[src/rtl/clock_meter_pkg.sv]
// Shared types and constants for the clock period meter.
// PERIOD_AVG_EN selects 4-period averaging in clock_period_meter.
package clock_meter_pkg;

   typedef enum logic [1:0] {
      ST_IDLE    = 2'd0,
      ST_MEASURE = 2'd1,
      ST_TIMEOUT = 2'd2
   } state_t;

   localparam int CNT_W_DEF = 16;
   localparam int AVG_DEPTH = 4;
   localparam int AVG_SHIFT = 2;

endpackage

[src/rtl/edge_sync.sv]
// Multi-flop synchronizer for an asynchronous input plus
// single-cycle rise/fall pulse generation on the synchronized level.
module edge_sync #(
   parameter int SYNC_STAGES = 2
) (
   input  logic clk_in,
   input  logic nrst,
   input  logic i_sig,
   output logic o_level,
   output logic o_rise,
   output logic o_fall
);

   logic [SYNC_STAGES-1:0] r_sync;
   logic                   r_prev;
   logic                   w_level;

   assign w_level = r_sync[SYNC_STAGES-1];

   always_ff @(posedge clk_in or negedge nrst) begin
      if (!nrst) begin
         r_sync <= '0;
         r_prev <= 1'b0;
      end else begin
         r_sync <= {r_sync[SYNC_STAGES-2:0], i_sig};
         r_prev <= w_level;
      end
   end

   assign o_level = w_level;
   assign o_rise  = w_level & ~r_prev;
   assign o_fall  = ~w_level & r_prev;

endmodule

[src/rtl/clock_period_meter.sv]
// Measures period and high time of an asynchronous divided clock.
// Define PERIOD_AVG_EN to report the floor-average of 4 periods.
module clock_period_meter
   import clock_meter_pkg::*;
#(
   parameter int CNT_W       = CNT_W_DEF,
   parameter int SYNC_STAGES = 2
) (
   input  logic             clk_in,
   input  logic             nrst,
   input  logic             sig_in,
   output logic [CNT_W-1:0] period,
   output logic [CNT_W-1:0] high_time,
   output logic             valid,
   output logic             timeout
);

   localparam logic [CNT_W-1:0] C_ONE = CNT_W'(1);
   localparam logic [CNT_W-1:0] C_MAX = '1;

   state_t           r_state;
   logic [CNT_W-1:0] r_pcnt;
   logic [CNT_W-1:0] r_hcnt;
   logic             r_hdone;
   logic [CNT_W-1:0] r_period;
   logic [CNT_W-1:0] r_high;
   logic             r_valid;
   logic             r_timeout;
   logic             w_level;
   logic             w_rise;
   logic             w_fall;

   edge_sync #(
      .SYNC_STAGES(SYNC_STAGES)
   ) u_edge_sync (
      .clk_in (clk_in),
      .nrst   (nrst),
      .i_sig  (sig_in),
      .o_level(w_level),
      .o_rise (w_rise),
      .o_fall (w_fall)
   );

`ifdef PERIOD_AVG_EN
   localparam logic [AVG_SHIFT-1:0] C_NLAST =
      AVG_SHIFT'(AVG_DEPTH - 1);

   logic [CNT_W+1:0]     r_acc_p;
   logic [CNT_W+1:0]     r_acc_h;
   logic [AVG_SHIFT-1:0] r_nsamp;
   logic [CNT_W+1:0]     w_sum_p;
   logic [CNT_W+1:0]     w_sum_h;
   logic [CNT_W+1:0]     w_shr_p;
   logic [CNT_W+1:0]     w_shr_h;

   assign w_sum_p = r_acc_p + (CNT_W+2)'(r_pcnt);
   assign w_sum_h = r_acc_h + (CNT_W+2)'(r_hcnt);
   assign w_shr_p = w_sum_p >> AVG_SHIFT;
   assign w_shr_h = w_sum_h >> AVG_SHIFT;
`endif

   // A rising edge both reports and restarts: counters load 1 so
   // the edge cycle itself belongs to the next period.
   always_ff @(posedge clk_in or negedge nrst) begin
      if (!nrst) begin
         r_state   <= ST_IDLE;
         r_pcnt    <= '0;
         r_hcnt    <= '0;
         r_hdone   <= 1'b0;
         r_period  <= '0;
         r_high    <= '0;
         r_valid   <= 1'b0;
         r_timeout <= 1'b0;
`ifdef PERIOD_AVG_EN
         r_acc_p   <= '0;
         r_acc_h   <= '0;
         r_nsamp   <= '0;
`endif
      end else begin
         r_valid <= 1'b0;
         unique case (r_state)
            ST_IDLE: begin
               if (w_rise) begin
                  r_state <= ST_MEASURE;
                  r_pcnt  <= C_ONE;
                  r_hcnt  <= C_ONE;
                  r_hdone <= 1'b0;
               end
            end
            ST_MEASURE: begin
               if (w_rise) begin
`ifdef PERIOD_AVG_EN
                  if (r_nsamp == C_NLAST) begin
                     r_period <= w_shr_p[CNT_W-1:0];
                     r_high   <= w_shr_h[CNT_W-1:0];
                     r_valid  <= 1'b1;
                     r_acc_p  <= '0;
                     r_acc_h  <= '0;
                     r_nsamp  <= '0;
                  end else begin
                     r_acc_p <= w_sum_p;
                     r_acc_h <= w_sum_h;
                     r_nsamp <= r_nsamp + AVG_SHIFT'(1);
                  end
`else
                  r_period <= r_pcnt;
                  r_high   <= r_hcnt;
                  r_valid  <= 1'b1;
`endif
                  r_pcnt  <= C_ONE;
                  r_hcnt  <= C_ONE;
                  r_hdone <= 1'b0;
               end else if (r_pcnt == C_MAX) begin
                  r_state   <= ST_TIMEOUT;
                  r_timeout <= 1'b1;
`ifdef PERIOD_AVG_EN
                  r_acc_p   <= '0;
                  r_acc_h   <= '0;
                  r_nsamp   <= '0;
`endif
               end else begin
                  r_pcnt <= r_pcnt + C_ONE;
                  if (w_fall) begin
                     r_hdone <= 1'b1;
                  end else if (w_level && !r_hdone &&
                               r_hcnt != C_MAX) begin
                     r_hcnt <= r_hcnt + C_ONE;
                  end
               end
            end
            ST_TIMEOUT: begin
               if (w_rise) begin
                  r_state   <= ST_MEASURE;
                  r_timeout <= 1'b0;
                  r_pcnt    <= C_ONE;
                  r_hcnt    <= C_ONE;
                  r_hdone   <= 1'b0;
               end
            end
            default: r_state <= ST_IDLE;
         endcase
      end
   end

   assign period    = r_period;
   assign high_time = r_high;
   assign valid     = r_valid;
   assign timeout   = r_timeout;

endmodule

[config.mk]
export PLATFORM = sky130hd
export DESIGN_NAME = clock_period_meter
export DESIGN_NICKNAME = d
export VERILOG_FILES = /design/src/rtl/clock_meter_pkg.sv /design/src/rtl/edge_sync.sv /design/src/rtl/clock_period_meter.sv
export SDC_FILE = /design/constraint.sdc
export NUM_CORES = 1
export LEC_CHECK = 0
export BUFFER_PORTS_ARGS = -buffer_cell sky130_fd_sc_hd__buf_4
export CAP_MARGIN = 10
export CORE_MARGIN = 5
export CORE_UTILIZATION = 45
export CTS_BUF_LIST = sky130_fd_sc_hd__clkbuf_4 sky130_fd_sc_hd__clkbuf_8
export DETAILED_ROUTE_END_ITERATION = 10
export PLACE_DENSITY = 0.71
export SYNTH_ARGS = -nofsm -noshare
export SYNTH_HDL_FRONTEND = slang
export SYNTH_SLANG_ARGS = --single-unit
[constraint.sdc]
create_clock -name clk_in -period 3.85 [get_ports clk_in]
set_input_delay 0.1925 -clock clk_in [delete_from_list [all_inputs] [get_ports clk_in]]
set_output_delay 0.1925 -clock clk_in [all_outputs]
set_load 0.01 [all_outputs]
==> results of run 1 <==
## how the worst min path moves through the flow
stage,to,slack (ns),cells past startpoint
after floorplan,high_time[0],-0.10,0
after global placement,u_edge_sync.r_sync[0],0.30,1
after detailed placement,u_edge_sync.r_sync[0],0.31,1
after CTS,high_time[10],0.009,1
after global routing,high_time[8],0.06,1
final,high_time[10],-0.02,1
## worst register-to-register path, stage by stage (launching register included)
cell,delay (ns)
dfrtp_1,0.40
ha_1,0.18
and3_1,0.20
and3_4,0.21
a21o_1,0.74
clkinv_4,0.16
nand3_2,0.24
mux2_2,0.20
## through the flow
step	worst slack, ns	total power, mW	instances
floorplan	2.019	1.052	306
global placement	1.546	1.175	431
detailed placement	1.499	1.184	431
CTS	1.464	1.705	446
global route	1.235	1.772	446
finish	1.453	1.680	446
## cell type report
cell class | count | share of cell area
Clock buffer | 13 | 0.04113
Clock inverter | 1 | 0.001285
Inverter | 5 | 0.006105
Multi-Input combinational cell | 218 | 0.3830
Sequential cell | 72 | 0.4627
Tap cell | 99 | 0.03181
Timing Repair Buffer | 38 | 0.07391
## layer usage
layer,track usage,vias to the layer above,wire length (µm)
met5,0,-,0
met4,0.04860,0,72
met3,0.04892,7,317
met2,0.2622,62,3619
met1,0.2064,1241,3082
li1,-,1212,-
## layout by cell type (no fill, tap or decap), drive strengths merged, types with 6 or more instances in the layout
cell     n
o21ai   13
o31ai   15
a211oi   6
dfrtp   72
nand2   21
a21oi   11
nand2b   6
and3     8
buf     37
nand3   18
xnor2    6
nor2    25
nand4    8
mux2    33
clkbuf  13
## registers in the layout (all words and copies together), names as in the netlist
signal              count
high_time              16
period                 16
r_hcnt                 16
r_pcnt                 16
r_state                 2
u_edge_sync.r_sync      2
r_hdone                 1
timeout                 1
u_edge_sync.r_prev      1
valid                   1
## cells by family after synthesis
| family | Yosys count | share of synthesized area |
|---|---|---|
| compound gates | 63 | 0.1251 |
| xor+xnor | 9 | 0.02333 |
| buf+inv | 16 | 0.02628 |
| flops | 72 | 0.5331 |
| simple gates | 110 | 0.1718 |
| fa+ha+maj | 2 | 0.007403 |
| mux | 34 | 0.1129 |
## power by group
part | total [mW] | internal [mW] | switching (mW)
combinational | 0.262 | 0.129 | 0.133
clock | 0.516 | 0.265 | 0.251
sequential | 0.902 | 0.832 | 0.0706
==> results.md, run 1 <==
* Status: finished, violations left
* Violated checks: negative hold slack
* Total die area at 0.009343 mm²
* Crit path capture type: flip-flop
* Post-Syn Area at 0.003379 mm²
* Setup Fix Bufs, Post-CTS at 0
* First-pass GRT wire length at 12.51 mm
* Pin count of the biggest net entering global routing at 73
* Die X-Extent at 96.66 µm
* VDD IR-drop max at 0.2515 mV
* Number of max-cap violations at 0
* Clk Latency, worst-skew pair at 0.34 ns
* Die height at 96.66 µm
* Routed length per placed instance at 15.90 µm
* Synth Warn # at 0
* Final core utilization at 0.5340
* Synth cell types at 50
* CP peak stage delay at 0.74 ns
* Area grow syn2layout at 15.22%
* Row Count at 31
* PD cells at 431.5 mW/mm²
* Port bufs at 36
* Drt first pass iters at 4
* CP Depth at 7
* Reg-to-reg critical path startpoint: r_pcnt[1]
* Share of the synthesized area in the top cell type at 0.5331
* Core area at 0.007292 mm²
* # resized after CTS at 0
* Buf+Inv Stages, Crit Path at 1
* Footprint of the multi-input gates at 0.001491 mm²
* CTS buffer count at 9
* Number of fill cells at 700
* Initial Util at 0.4635
* Max Freq at 417.2 MHz
* H-Tree Depth at 3
* Antenna Nets Post-Route at 0
* Via count at 2522
* DRC at 0
* 1st-iter DRT viols at 114
* Critical-path top delay cell: a21o_1
* Total gr overflow at 0
* Detailed-placement wirelength estimate at 4.856 mm
* DR vias/cell at 5.655
* FFs w/ async S/R, synth at 1.000
* Crit. Startpoint: r_pcnt[1]
* Hold buffers post-CTS at 1
* Post-route cell area at 0.003894 mm²
* Min cycle time layout at 2.397 ns
* Hold Slack at -0.02460 ns
* Most used flip-flop cell after synthesis: dfrtp_1
* Nets at 349
* Most frequent cell after synthesis: dfrtp_1
* Syn nets at 311
* TNS Setup at 0 ns
* Top delay family on crit path: compound AO/OA/AOI/OAI gates
* CP Launch Type: flip-flop
* Arr. time, crit path at 2.68 ns
* Max-slew headroom at 0.3592
* Synth cell count leaders: 72 x dfrtp_1, 33 x mux2_2, 25 x nor2_1
* Ant diodes at 0
* Post-synth top area cell: dfrtp_1
* Number of global-route vias before repair at 2527
* Share of synthesized area occupied by flip-flops and latches at 0.5331
* Tightest Pin Transition at 0.9612 ns
* Clk buf depth at 2
* RePlAce Congestion at 0.8616
* Final setup viols at 0
* GRT Util Overall at 0.1609
* Worst hold-check path type: in2async
* Clk_skew at 0.008253 ns
* Period utilisation layout at 0.6226
* CP max FO at 28
* Critical path type: reg2reg
* RSZ-0062 raised after global routing: no
* Root Buffer: clkbuf_8
* Worst endpoint required time at 4.13 ns
* Initial antenna violation count at 0
* Reg area at 0.001802 mm²
* Clock transition at the registers of the reported paths at 0.07 ns
* Reg2reg path depth at 7
* Post-Route WL at 7.092 mm
* Pleak at 1.783 nW
* IO Pins at 37
* Clock sinks at 72
* FF-to-FF setup slack at 1.45 ns
* Avg Cell Area, Syn at 11.04 µm²
* Post-synth EDFFs at 0
* Placed inst area at 0.003719 mm²
* Slew Limit Fails at 0
* Synthesis-stage register bit count at 72
* Dominant cells by area after synthesis: dfrtp_1 53%, mux2_2 11%, o31ai_1 3.3%, nor2_1 2.8%, nand3_1 2.5%
* Capturing point of the worst reg2reg path: r_hcnt[0]
* Cell chain of the critical path: ha_1 -> and3_1 -> and3_4 -> a21o_1 -> clkinv_4 -> nand3_2 -> mux2_2
* Layout cell share with drive strength beyond 1 at 0.2680
* Crit path to: r_hcnt[0]
* Mapped Cells at 306
* CTS tree: built
* Final-report hold violation count at 24
(Power assumes the default switching activity.)
==> run 2: changes to the inputs <==
PLACE_DENSITY = 0.73   (was 0.71)
clock period = 2 ns   (was 3.85 ns; I/O delays follow)
==> run 2 against run 1 <==
Against the previous run:
- the run now ends clean
- design area up 10%
- combinational power up 140%
- cell count up 9.6%
- clock-buffer cell count down 2
- fmax up 25%
- core utilization up 5.5 points
- critical path depth unchanged
- non-clock buffer count up 41
- total power up 110%
- clock skew down 0.00089 ns
- highest routed layer unchanged
==> results.md, run 2 (synthesis gave the netlist of run 1 again) <==
* Final setup viols at 0
* DR vias/cell at 5.634
* RSZ-0062 raised after global routing: no
* Layout cell share with drive strength beyond 1 at 0.3564
* Via count at 2755
* Tightest Pin Transition at 0.5398 ns
* Clock transition at the registers of the reported paths at 0.08 ns
* Clk pwr share at 0.339
* Number of global-route vias before repair at 2845
* Sequential Power Share at 0.480
* Initial Util at 0.4635
* CP max FO at 14
* H-Tree Depth at 3
* Status: finished clean
* Die X-Extent at 96.66 µm
* GRT Util Overall at 0.1731
* Initial antenna violation count at 0
* 1st-iter DRT viols at 73
* Critical-path top delay cell: dfrtp_1
* Area grow syn2layout at 27.14%
* Post-route cell area at 0.004297 mm²
* Pin count of the biggest net entering global routing at 41
* Total gr overflow at 0
* DRC at 0
* RePlAce Congestion at 0.9081
* Setup Fix Bufs, Post-CTS at 0
* Arr. time, crit path at 2.15 ns
* CTS buffer count at 9
* Slew Limit Fails at 0
* Row Count at 31
* Commonest non-fill, non-tap cell in the layout: buf_4
* Clk buf depth at 2
* FF-to-FF setup slack at 0.09 ns
* Die height at 96.66 µm
* Clk_skew at 0.007367 ns
* TNS Setup at 0 ns
* Cell chain of the critical path: ha_1 -> and3_1 -> and3_4 -> a21o_4 -> buf_4 -> o31ai_1 -> o41ai_1
* Switch Pwr at 0.9738 mW
* Critical path type: reg2reg
* Final-report hold violation count at 0
* Pleak at 2.002 nW
* VDD IR-drop max at 0.4108 mV
* Clk Latency, worst-skew pair at 0.36 ns
* Reg-to-reg critical path startpoint: r_pcnt[0]
* CP Launch Type: flip-flop
* Root Buffer: clkbuf_8
* Crit path capture type: flip-flop
* Nets at 390
* Internal power at 2.568 mW
* Period utilisation layout at 0.9551
* Min cycle time layout at 1.910 ns
* Number of fill cells at 661
* First-pass GRT wire length at 13.46 mm
* Worst hold-check path type: in2async
* Comb pwr share at 0.181
* Worst endpoint required time at 2.24 ns
* PD cells at 824.4 mW/mm²
* Placed inst area at 0.004031 mm²
* Clock sinks at 72
* Port bufs at 36
* Number of max-cap violations at 0
* Routed length per placed instance at 15.90 µm
* Max Freq at 523.5 MHz
* Final core utilization at 0.5892
* IO Pins at 37
* Core area at 0.007292 mm²
* CTS tree: built
* Most frequent cells in the layout: 76 x buf_4, 72 x dfrtp_1, 33 x mux2_2, 24 x nor2_1, 21 x nand2_1
* Total die area at 0.009343 mm²
* Switch share at 0.2749
* Max-slew headroom at 0.6401
* Reg2reg path depth at 7
* Detailed-placement wirelength estimate at 5.453 mm
* Post-Route WL at 7.776 mm
* Capturing point of the worst reg2reg path: r_hcnt[12]
* CP peak stage delay at 0.40 ns
* Drt first pass iters at 4
* Ant diodes at 0
* Antenna Nets Post-Route at 0
-- run 2: cell count changes in the layout (fill, tap and decap cells not counted), moves of 2 or more --
cell,previous run,this run
o31ai_1,15,12
o21ai_1,4,6
clkbuf_4,3,0
clkinvlp_4,0,2
o21ai_0,9,7
buf_4,37,76
o31ai_2,0,2
-- run 2: how the worst max path moves through the flow --
| stage | from | to | slack, ns | depth (start not counted) |
|---|---|---|---|---|
| floorplan | r_pcnt[0] | r_hcnt[10] | 0.17 | 8 |
| global placement | r_pcnt[0] | r_hcnt[0] | 0.01 | 7 |
| detailed placement | r_pcnt[0] | r_hcnt[0] | -0.05 | 7 |
| CTS | r_pcnt[0] | r_hcnt[14] | 0.02 | 7 |
| global route | r_pcnt[0] | r_hcnt[12] | 0.002 | 7 |
| finish | r_pcnt[0] | r_hcnt[12] | 0.09 | 7 |
-- run 2: metal layers --
metal | vias up | wire length [µm] | share of wire | track usage
met2 | 61 | 3885 | 0.50 | 0.2840
met1 | 1390 | 3468 | 0.45 | 0.2203
met5 | - | 0 | 0 | 0
met3 | 13 | 275 | 0.035 | 0.03309
met4 | 0 | 147 | 0.019 | 0.08207
li1 | 1291 | - | - | -
-- run 2: repair_timing --
action,CTS,global route
gates resized for setup,2,7
hold buffers,2,0
setup endpoints to repair,11,13
pin swaps,0,0
endpoints found under the hold margin,39,0
-- run 2: worst max-delay path: cells and delay by family (launching register included) --
kind / cells / cell delay (ns)
simple gates: 2 / 0.37
flops: 1 / 0.40
fa+ha+maj: 1 / 0.22
compound gates: 3 / 0.60
buf+inv: 1 / 0.19
-- run 2: cell type report --
cell class,instances,area (µm²),share of cell area
flip-flops and latches,72,1802,0.4193
inverters,5,23.77,0.005533
clock buffers,11,151.4,0.03524
multi-input cells,218,1530,0.3561
clock inverters,5,55.05,0.01281
repair buffers,79,610.6,0.1421
well taps,99,123.9,0.02883
-- run 2: power by group through the flow --
stage	clock [mW]	combinational, mW	sequential [mW]
2_1_floorplan	0	0.263	1.76
3_3_place_gp	0	0.618	1.72
3_5_place_dp	0	0.633	1.73
5_1_grt	1.28	0.706	1.72
6_report	1.20	0.640	1.70
4_1_cts	1.22	0.642	1.70
-- run 2: metrics by stage --
stage               worst slack [ns]  cells  total power, mW  hold slack, ns
floorplan                     0.1687    306            2.025         -0.1956
global placement             0.01243    471            2.342          0.1090
detailed placement          -0.04872    471            2.363          0.1136
CTS                          0.01540    489            3.566          0.2707
global route                0.001700    489            3.708          0.3112
finish                       0.08987    489            3.542          0.2501
